## src/rtl/demux_stream_1to2_pkg.sv

```systemverilog
// Shared types and constants for the 1-to-2 stream demultiplexer.
// Occupancy encoding is shared between the tagged FIFO and the steering top.
package demux_stream_1to2_pkg;

  localparam int unsigned DATA_W = 32;

  typedef enum logic [1:0] {
    EMPTY = 2'd0,
    ONE   = 2'd1,
    FULL  = 2'd2
  } state_e;

endpackage

```

## src/rtl/demux_stream_1to2_if.sv

```systemverilog
// Producer-side and two consumer-side valid/ready channels of the demux.
// slave is the demux view, master is the producer/consumer view.
interface demux_stream_1to2_if
  import demux_stream_1to2_pkg::*;
#(
  parameter int unsigned N = DATA_W
);

  logic [N-1:0] InData;
  logic         InSel;
  logic         InValid;
  logic         InReady;

  logic [N-1:0] Out0Data;
  logic         Out0Valid;
  logic         Out0Ready;

  logic [N-1:0] Out1Data;
  logic         Out1Valid;
  logic         Out1Ready;

  modport slave (
    input  InData, InSel, InValid, Out0Ready, Out1Ready,
    output InReady, Out0Data, Out0Valid, Out1Data, Out1Valid
  );

  modport master (
    output InData, InSel, InValid, Out0Ready, Out1Ready,
    input  InReady, Out0Data, Out0Valid, Out1Data, Out1Valid
  );

endinterface

```

## src/rtl/demux_stream_1to2_fifo2_tagged.sv

```systemverilog
// Two-entry {sel,data} FIFO with 1-bit wrap pointers; exposes head and occupancy.
// Storage is cleared on reset so the head reads zero until the first push.
module fifo2_tagged
  import demux_stream_1to2_pkg::*;
#(
  parameter int unsigned N = DATA_W
) (
  input  logic         clk,
  input  logic         rst,
  input  logic         push,
  input  logic         pop,
  input  logic         in_sel,
  input  logic [N-1:0] in_data,
  output state_e       state,
  output logic         head_sel,
  output logic [N-1:0] head_data
);

  state_e       state_q, state_d;
  logic         wr_ptr_q, wr_ptr_d;
  logic         rd_ptr_q, rd_ptr_d;
  logic [1:0]   sel_q, sel_d;
  logic [N-1:0] data_q [2];
  logic [N-1:0] data_d [2];
  logic         do_push;
  logic         do_pop;

  always_comb begin
    do_push  = push & (state_q != FULL);
    do_pop   = pop & (state_q != EMPTY);
    state_d  = state_q;
    wr_ptr_d = wr_ptr_q;
    rd_ptr_d = rd_ptr_q;
    sel_d    = sel_q;
    data_d   = data_q;

    if (do_push) begin
      sel_d[wr_ptr_q]  = in_sel;
      data_d[wr_ptr_q] = in_data;
      wr_ptr_d         = ~wr_ptr_q;
    end
    if (do_pop) begin
      rd_ptr_d = ~rd_ptr_q;
    end

    unique case (state_q)
      EMPTY:   if (do_push) state_d = ONE;
      ONE: begin
        if (do_push && !do_pop) state_d = FULL;
        else if (do_pop && !do_push) state_d = EMPTY;
      end
      FULL:    if (do_pop) state_d = ONE;
      default: state_d = EMPTY;
    endcase
  end

  always_ff @(posedge clk) begin
    if (rst) begin
      state_q  <= EMPTY;
      wr_ptr_q <= 1'b0;
      rd_ptr_q <= 1'b0;
      sel_q    <= '0;
      data_q   <= '{default: '0};
    end else begin
      state_q  <= state_d;
      wr_ptr_q <= wr_ptr_d;
      rd_ptr_q <= rd_ptr_d;
      sel_q    <= sel_d;
      data_q   <= data_d;
    end
  end

  assign state     = state_q;
  assign head_sel  = sel_q[rd_ptr_q];
  assign head_data = data_q[rd_ptr_q];

endmodule

```

## src/rtl/demux_stream_1to2.sv

```systemverilog
// Registered 1-to-2 stream demux: tagged words leave in arrival order on the
// port named by their tag; a blocked head stalls everything behind it.
module demux_stream_1to2
  import demux_stream_1to2_pkg::*;
#(
  parameter int unsigned N = DATA_W
) (
  input  logic                       Clk,
  input  logic                       Rst,
  demux_stream_1to2_if.slave         bus
);

  state_e       state;
  logic         head_sel;
  logic [N-1:0] head_data;
  logic         in_ready;
  logic         out0_valid;
  logic         out1_valid;
  logic         push;
  logic         pop;

  always_comb begin
    in_ready   = (state != FULL) & ~Rst;
    out0_valid = (state != EMPTY) & ~head_sel;
    out1_valid = (state != EMPTY) & head_sel;
    push       = bus.InValid & in_ready;
    // Ready on the port the head is not bound for is ignored.
    pop        = (out0_valid & bus.Out0Ready) | (out1_valid & bus.Out1Ready);
  end

  fifo2_tagged #(
    .N (N)
  ) u_fifo (
    .clk       (Clk),
    .rst       (Rst),
    .push      (push),
    .pop       (pop),
    .in_sel    (bus.InSel),
    .in_data   (bus.InData),
    .state     (state),
    .head_sel  (head_sel),
    .head_data (head_data)
  );

  assign bus.InReady   = in_ready;
  assign bus.Out0Valid = out0_valid;
  assign bus.Out1Valid = out1_valid;
  assign bus.Out0Data  = head_data;
  assign bus.Out1Data  = head_data;

endmodule

```

## src/flat_wrapper.sv

```systemverilog
// flat-port wrapper written by rule: the top's interface ports become plain ports
module demux_stream_1to2_flat import demux_stream_1to2_pkg::*;
#(
  parameter int unsigned N = DATA_W
)
  (Clk, Rst, bus_InData, bus_InSel, bus_InValid, bus_Out0Ready, bus_Out1Ready, bus_InReady, bus_Out0Data, bus_Out0Valid, bus_Out1Data, bus_Out1Valid);
  demux_stream_1to2_if #(.N(N)) bus_i ();
  input  logic Clk;
  input  logic Rst;
  input wire logic [$bits(bus_i.InData)-1:0] bus_InData;
  input wire logic [$bits(bus_i.InSel)-1:0] bus_InSel;
  input wire logic [$bits(bus_i.InValid)-1:0] bus_InValid;
  input wire logic [$bits(bus_i.Out0Ready)-1:0] bus_Out0Ready;
  input wire logic [$bits(bus_i.Out1Ready)-1:0] bus_Out1Ready;
  output wire logic [$bits(bus_i.InReady)-1:0] bus_InReady;
  output wire logic [$bits(bus_i.Out0Data)-1:0] bus_Out0Data;
  output wire logic [$bits(bus_i.Out0Valid)-1:0] bus_Out0Valid;
  output wire logic [$bits(bus_i.Out1Data)-1:0] bus_Out1Data;
  output wire logic [$bits(bus_i.Out1Valid)-1:0] bus_Out1Valid;
  assign bus_i.InData = bus_InData;
  assign bus_i.InSel = bus_InSel;
  assign bus_i.InValid = bus_InValid;
  assign bus_i.Out0Ready = bus_Out0Ready;
  assign bus_i.Out1Ready = bus_Out1Ready;
  assign bus_InReady = bus_i.InReady;
  assign bus_Out0Data = bus_i.Out0Data;
  assign bus_Out0Valid = bus_i.Out0Valid;
  assign bus_Out1Data = bus_i.Out1Data;
  assign bus_Out1Valid = bus_i.Out1Valid;
  demux_stream_1to2 #(.N(N)) u_core (.Clk(Clk), .Rst(Rst), .bus(bus_i));
endmodule
```

## config.mk

```make
export PLATFORM = sky130hd
export DESIGN_NAME = demux_stream_1to2_flat
export DESIGN_NICKNAME = d
export VERILOG_FILES = /design/src/rtl/demux_stream_1to2_pkg.sv /design/src/rtl/demux_stream_1to2_if.sv /design/src/rtl/demux_stream_1to2_fifo2_tagged.sv /design/src/rtl/demux_stream_1to2.sv /design/src/flat_wrapper.sv
export SDC_FILE = /design/constraint.sdc
export NUM_CORES = 1
export LEC_CHECK = 0
export CORE_ASPECT_RATIO = 1.1
export CORE_MARGIN = 1.5
export CORE_UTILIZATION = 49
export CTS_CLUSTER_DIAMETER = 50
export DETAILED_ROUTE_END_ITERATION = 6
export HOLD_SLACK_MARGIN = 0.02
export MAX_ROUTING_LAYER = met4
export PLACE_DENSITY = 0.93
export RECOVER_POWER = 25
export SETUP_SLACK_MARGIN = 0.15
export SYNTH_ARGS = -nofsm -noshare
export SYNTH_HDL_FRONTEND = slang
export SYNTH_SLANG_ARGS = --single-unit
```

## constraint.sdc

```tcl
create_clock -name Clk -period 2.6 [get_ports Clk]
set_input_delay 0.52 -clock Clk [delete_from_list [all_inputs] [get_ports Clk]]
set_output_delay 0.52 -clock Clk [all_outputs]
set_load 0.05 [all_outputs]
```

[Word-level counts from Yosys, hierarchy flattened]
Index checks and enable logic that the tools add are counted.
Storage, ports and cells
  register bits: 70
  input bits: 38
  logic and storage cells: 58
Cells by class
  order comparisons: 6
  equality and inequality tests: 6
  mux-type cells: 16
  bitwise operators: 15
  reductions and logical operators: 9
Operators with widths (count)
  32-bit two-way mux: 4
  64-bit bitwise mux: 1
  32-bit demux with 1-bit select: 1
  1-bit AND: 8
  2-bit two-way mux: 4
  2-bit != test, second input constant: 3
  2-bit case mux with 3 select lines: 1
  2-bit greater-or-equal comparator, second input constant: 2
  1-bit logical AND: 4
  1-bit by 2-bit < comparator with 1-bit output, second input constant: 2
  1-bit NOT: 4
  1-bit NOT with 2-bit output: 2
  1-bit two-way mux: 3
  3-bit != test, second input constant: 1
  3-bit AND reduction: 1
  2-bit bitwise mux: 1
  2-bit by 1-bit == test with 1-bit output, second input constant: 1
  2-bit == test, second input constant: 1
  1-bit logical NOT: 2
  2-bit logical NOT: 1
  2-bit by 1-bit < comparator with 1-bit output, second input constant: 1
  2-bit nonzero test: 1
  1-bit demux with 1-bit select: 1
  1-bit greater-or-equal comparator, second input constant: 1
  1-bit OR: 1

[Longest topological paths before layout]
  depth after elaboration: 11
  depth in mapped cells: 6
  gate-level depth less buffers: 4

[Cells and area by module]
Synthesis repeated with hierarchy kept, for this count alone.
Unflattened totals
  cells, all modules: 389
  area total of the unflattened synthesis: 3647.2 sq um
By module, submodules not included
  fifo2_tagged: times used 1, cells each 348, area each 3354.5 sq um
  demux_stream_1to2: times used 1, cells each 41, area each 292.8 sq um

[Least setup slack after synthesis]
Ideal clock, no wire load.
  path kind: reg-to-output
  from: register u_core.u_fifo.rd_ptr_q
  to: output bus_Out1Data[14]
  arrival: 1.502 ns
  required time: 2.080 ns
  path slack: 0.578 ns
  stages on the path, launching flop included: 5
  path buffers: 3
  cell sequence: dfxtp_1 -> buf_4 -> clkbuf_1 -> mux2_2 -> buf_4
Between the ends
  word-level cells in the longest chain between the ends: 4
Ends and longest elaborated chain
  start: declaration: RTL line demux_stream_1to2_fifo2_tagged.sv:21  | logic rd_ptr_q, rd_ptr_d;
  start signal: assignment: RTL line demux_stream_1to2_fifo2_tagged.sv:67  | rd_ptr_q <= rd_ptr_d;
  1-bit NOT with 2-bit output (not written as such): RTL line demux_stream_1to2_fifo2_tagged.sv:75  | assign head_data = data_q[rd_ptr_q];
  32-bit two-way mux (not written as such) (3 in series): RTL line demux_stream_1to2_fifo2_tagged.sv:75
  end: declaration: RTL line flat_wrapper.sv:18  | output wire logic [$bits(bus_i.Out1Data)-1:0] bus_Out1Data;
No other way between the ends. The select of a mux whose other input is x is not followed.

[Worst setup path after layout]
  from: register u_core.u_fifo.rd_ptr_q
  to: output bus_Out0Valid
Between the ends
  word-level cells in the longest chain between the ends: 4
Ends and longest elaborated chain
  1-bit two-way mux (not written as such) (2 in series): RTL line demux_stream_1to2_fifo2_tagged.sv:74  | assign head_sel = sel_q[rd_ptr_q];
  1-bit NOT: RTL line demux_stream_1to2.sv:24  | out0_valid = (state != EMPTY) & ~head_sel;
  1-bit AND: RTL line demux_stream_1to2.sv:24
  end: declaration: RTL line flat_wrapper.sv:17  | output wire logic [$bits(bus_i.Out0Valid)-1:0] bus_Out0Valid;
No other way between the ends. The select of a mux whose other input is x is not followed.

==> flow_metrics.env <==
export IMPL_status="completed"
export IMPL_htree_levels=3
export IMPL_start_util_pct=50.6
export IMPL_syn_inst=385
export IMPL_dieArea_mm2=0.00689
export IMPL_worstPathArrival_ns=1.68
export IMPL_cp_end_kind="output pin"
export IMPL_cts_tree="yes"
export IMPL_ys_seq_area_share_pct=44.7
export IMPL_crit_path_cell_trace="mux2i_1 > nor2b_1 > buf_12"
export IMPL_core_area_mm2=0.00619
export IMPL_post_route_min_period_ns=2.20
export IMPL_r2r_start="u_core.u_fifo.rd_ptr_q"
export IMPL_grt_pass1_vias=2514
export IMPL_grt_start_max_net_pins=51
export IMPL_rsz0062_at_grt="no"
export IMPL_critPathMaxStageDelay_ns=0.51
export IMPL_route_detailed_drc=0
export IMPL_rr_endpoint="u_core.u_fifo.state[0]"
export IMPL_finalHoldViolCount=0
export IMPL_crit_path_max_fanout=16
export IMPL_placed_area_mm2=0.00389
export IMPL_reg2reg_slack_ns=0.60
export IMPL_drt_iter0_drc=167
export IMPL_postCtsSetupBuffers=0
export IMPL_yosys_area_top_type="dfxtp_1"
export IMPL_io_pins=105
export IMPL_dp_cells=521
export IMPL_finalInstanceArea_mm2=0.00413
export IMPL_track_usage_pct=22.1
export IMPL_nets=490
export IMPL_die_w_um=79.3
export IMPL_ctsResizeCount=0
export IMPL_tightest_slew_ns=0.878
export IMPL_n_antenna_cell=0
export IMPL_grt_pass1_wl_um=11400
export IMPL_antenna_found_initial=0
export IMPL_worstSkewPairLatency_ns=0.34
export IMPL_final_setup_viol_count=0
export IMPL_clock_sinks=70
export IMPL_worstHoldStart="u_core.u_fifo.data_q[28]"
export IMPL_peakVddDrop_mv=0.387
export IMPL_finClkSkew_ns=0.0103
export IMPL_setup_tns_ns=0
export IMPL_ys_seq_elements=70
export IMPL_p_leak_uw=0.00166
export IMPL_area_growth_pct=31.6
export IMPL_synth_cell_types=21
export IMPL_max_freq_mhz=455
export IMPL_cap_violations=0
export IMPL_grt_overflow_total=0
export IMPL_portBuffers=104
export IMPL_vias=2777
export IMPL_drtPass1Iterations=4
export IMPL_clk_pin_slew_ns=0.07
export IMPL_slowest_stage="dfxtp_4"
export IMPL_gp_congestion=0.786
export IMPL_path_class="reg -> out"
export IMPL_dpl_hpwl_um=4840
export IMPL_crit_required_ns=2.08
export IMPL_worstRegToRegCells=4
export IMPL_vias_per_cell=5.17
export IMPL_cts_hold_buffers=0
export IMPL_holdPathEnd="u_core.u_fifo.data_q[28]"
export IMPL_synth_area_leaders="dfxtp_1 (45%), nand2_1 (16%), mux2_2 (12%)"
export IMPL_clockRootBuffer="clkbuf_8"
export IMPL_die_y_um=86.9
export IMPL_routed_wl_um=7250
export IMPL_final_cells=537
export IMPL_yosysTopAreaCellShare_pct=44.7
export IMPL_drv_slew=0
export IMPL_wire_per_inst_um=13.5
export IMPL_powerDensity_mw_per_mm2=686
export IMPL_hp_class="reg -> reg"
export IMPL_syn_area_per_cell_um2=8.14
export IMPL_slew_headroom_pct=41.5
export IMPL_placementRows=30
export IMPL_ys_warn_count=0
export IMPL_ant_nets=0
export IMPL_drive_gt1_share_pct=28.0
export IMPL_hold_depth=2
export IMPL_synth_area_mm2=0.00313
export IMPL_clockBufferDepth=2
export IMPL_post_route_period_util_pct=84.6
export IMPL_syn_num_nets=423
export IMPL_utilization_pct=66.6
export IMPL_cts_buffers=9
export IMPL_crit_path_start_kind="flip-flop"
[flip-flops by register name, indices dropped and copies added, names as in the netlist]
register and flops:
u_core.u_fifo.data_q 64, u_core.u_fifo.sel_q 2, u_core.u_fifo.state 2, u_core.u_fifo.rd_ptr_q 1, u_core.u_fifo.wr_ptr_q 1
[cells by family (layout without fill, tap and decap cells)]
group,count (synthesis),in the layout,synth area share [%]
multiplexers,35,35,12.7
flip-flops,70,70,44.7
AO/OA/AOI/OAI,71,71,11.5
AND/OR/NAND/NOR,150,150,19.7
buffers and inverters,59,131,11.4
[through the flow]
step / total power [uW] / hold WS, ns / worst slack (ns)
floorplan: 1550 / 0.433 / 0.578
global placement: 1710 / 0.438 / 0.480
detailed placement: 1720 / 0.445 / 0.437
CTS: 2840 / 0.457 / 0.234
global route: 2930 / 0.474 / 0.234
finish: 2830 / 0.455 / 0.400
[worst max path at each step]
stage | to | slack [ns] | start | depth (start not counted)
6_report | bus_Out0Valid | 0.40 | u_core.u_fifo.rd_ptr_q | 3
4_1_cts | bus_Out0Valid | 0.23 | u_core.u_fifo.rd_ptr_q | 3
3_5_place_dp | u_core.u_fifo.data_q[49] | 0.44 | bus_InValid | 5
5_1_grt | u_core.u_fifo.data_q[9] | 0.23 | bus_InValid | 5
2_1_floorplan | bus_Out1Data[14] | 0.58 | u_core.u_fifo.rd_ptr_q | 4
3_3_place_gp | u_core.u_fifo.sel_q[0] | 0.48 | bus_InValid | 5
[power by group]
| part | total [uW] | internal [uW] | switching (uW) |
|---|---|---|---|
| Combinational | 546 | 203 | 344 |
| Sequential | 1140 | 1110 | 30.7 |
| Clock | 1140 | 735 | 407 |
[placed cells by master, fill, tap and decap left out, drive strengths merged, types with 3 or more instances in the layout]
cell type / n
a21oi: 68
clkdlybuf4s50: 35
clkbuf: 14
bufinv: 4
mux2: 34
nand2: 133
nor2b: 3
buf: 75
nor2: 6
dfxtp: 70
[area by class of cell]
type	instances	area, um2
Tap cell	80	100
Clock buffer	10	128
Timing Repair Buffer	115	975
Multi-Input combinational cell	256	1380
Clock inverter	6	134
Sequential cell	70	1410
Fill cell	525	2070
[worst max-delay path: cells and delay by family, from the launching register on]
family,cells,cell delay (ns)
buf+inv,1,0.17
flops,1,0.51
mux,1,0.37
simple gates,1,0.28
[metal layers]
layer / GRT usage [%] / wire length, um / part of all wire [%]
met3: 6.49 / 471 / 6.5
met4: 6.86 / 79 / 1.1
met5: - / 0 / 0
met2: 36.6 / 3610 / 50
met1: 26.0 / 3090 / 43
[synth_stat cells]
| library cell | number |
|---|---|
| a21oi_1 | 68 |
| o21ai_0 | 1 |
| a31oi_1 | 1 |
| nor2_1 | 6 |
| nor3b_1 | 1 |
| buf_2 | 10 |
| nor4b_2 | 1 |
| nand3b_1 | 1 |
| buf_4 | 33 |
| nor4bb_1 | 1 |
| nor3_1 | 1 |
| nand4bb_1 | 1 |
| mux2_2 | 33 |
| mux2i_1 | 1 |
| or4b_1 | 2 |
| clkbuf_1 | 16 |
| mux2_4 | 1 |
| dfxtp_1 | 70 |
| nand2_1 | 133 |
| a21bo_2 | 1 |
| nor2b_1 | 3 |
(Power assumes the default switching activity.)
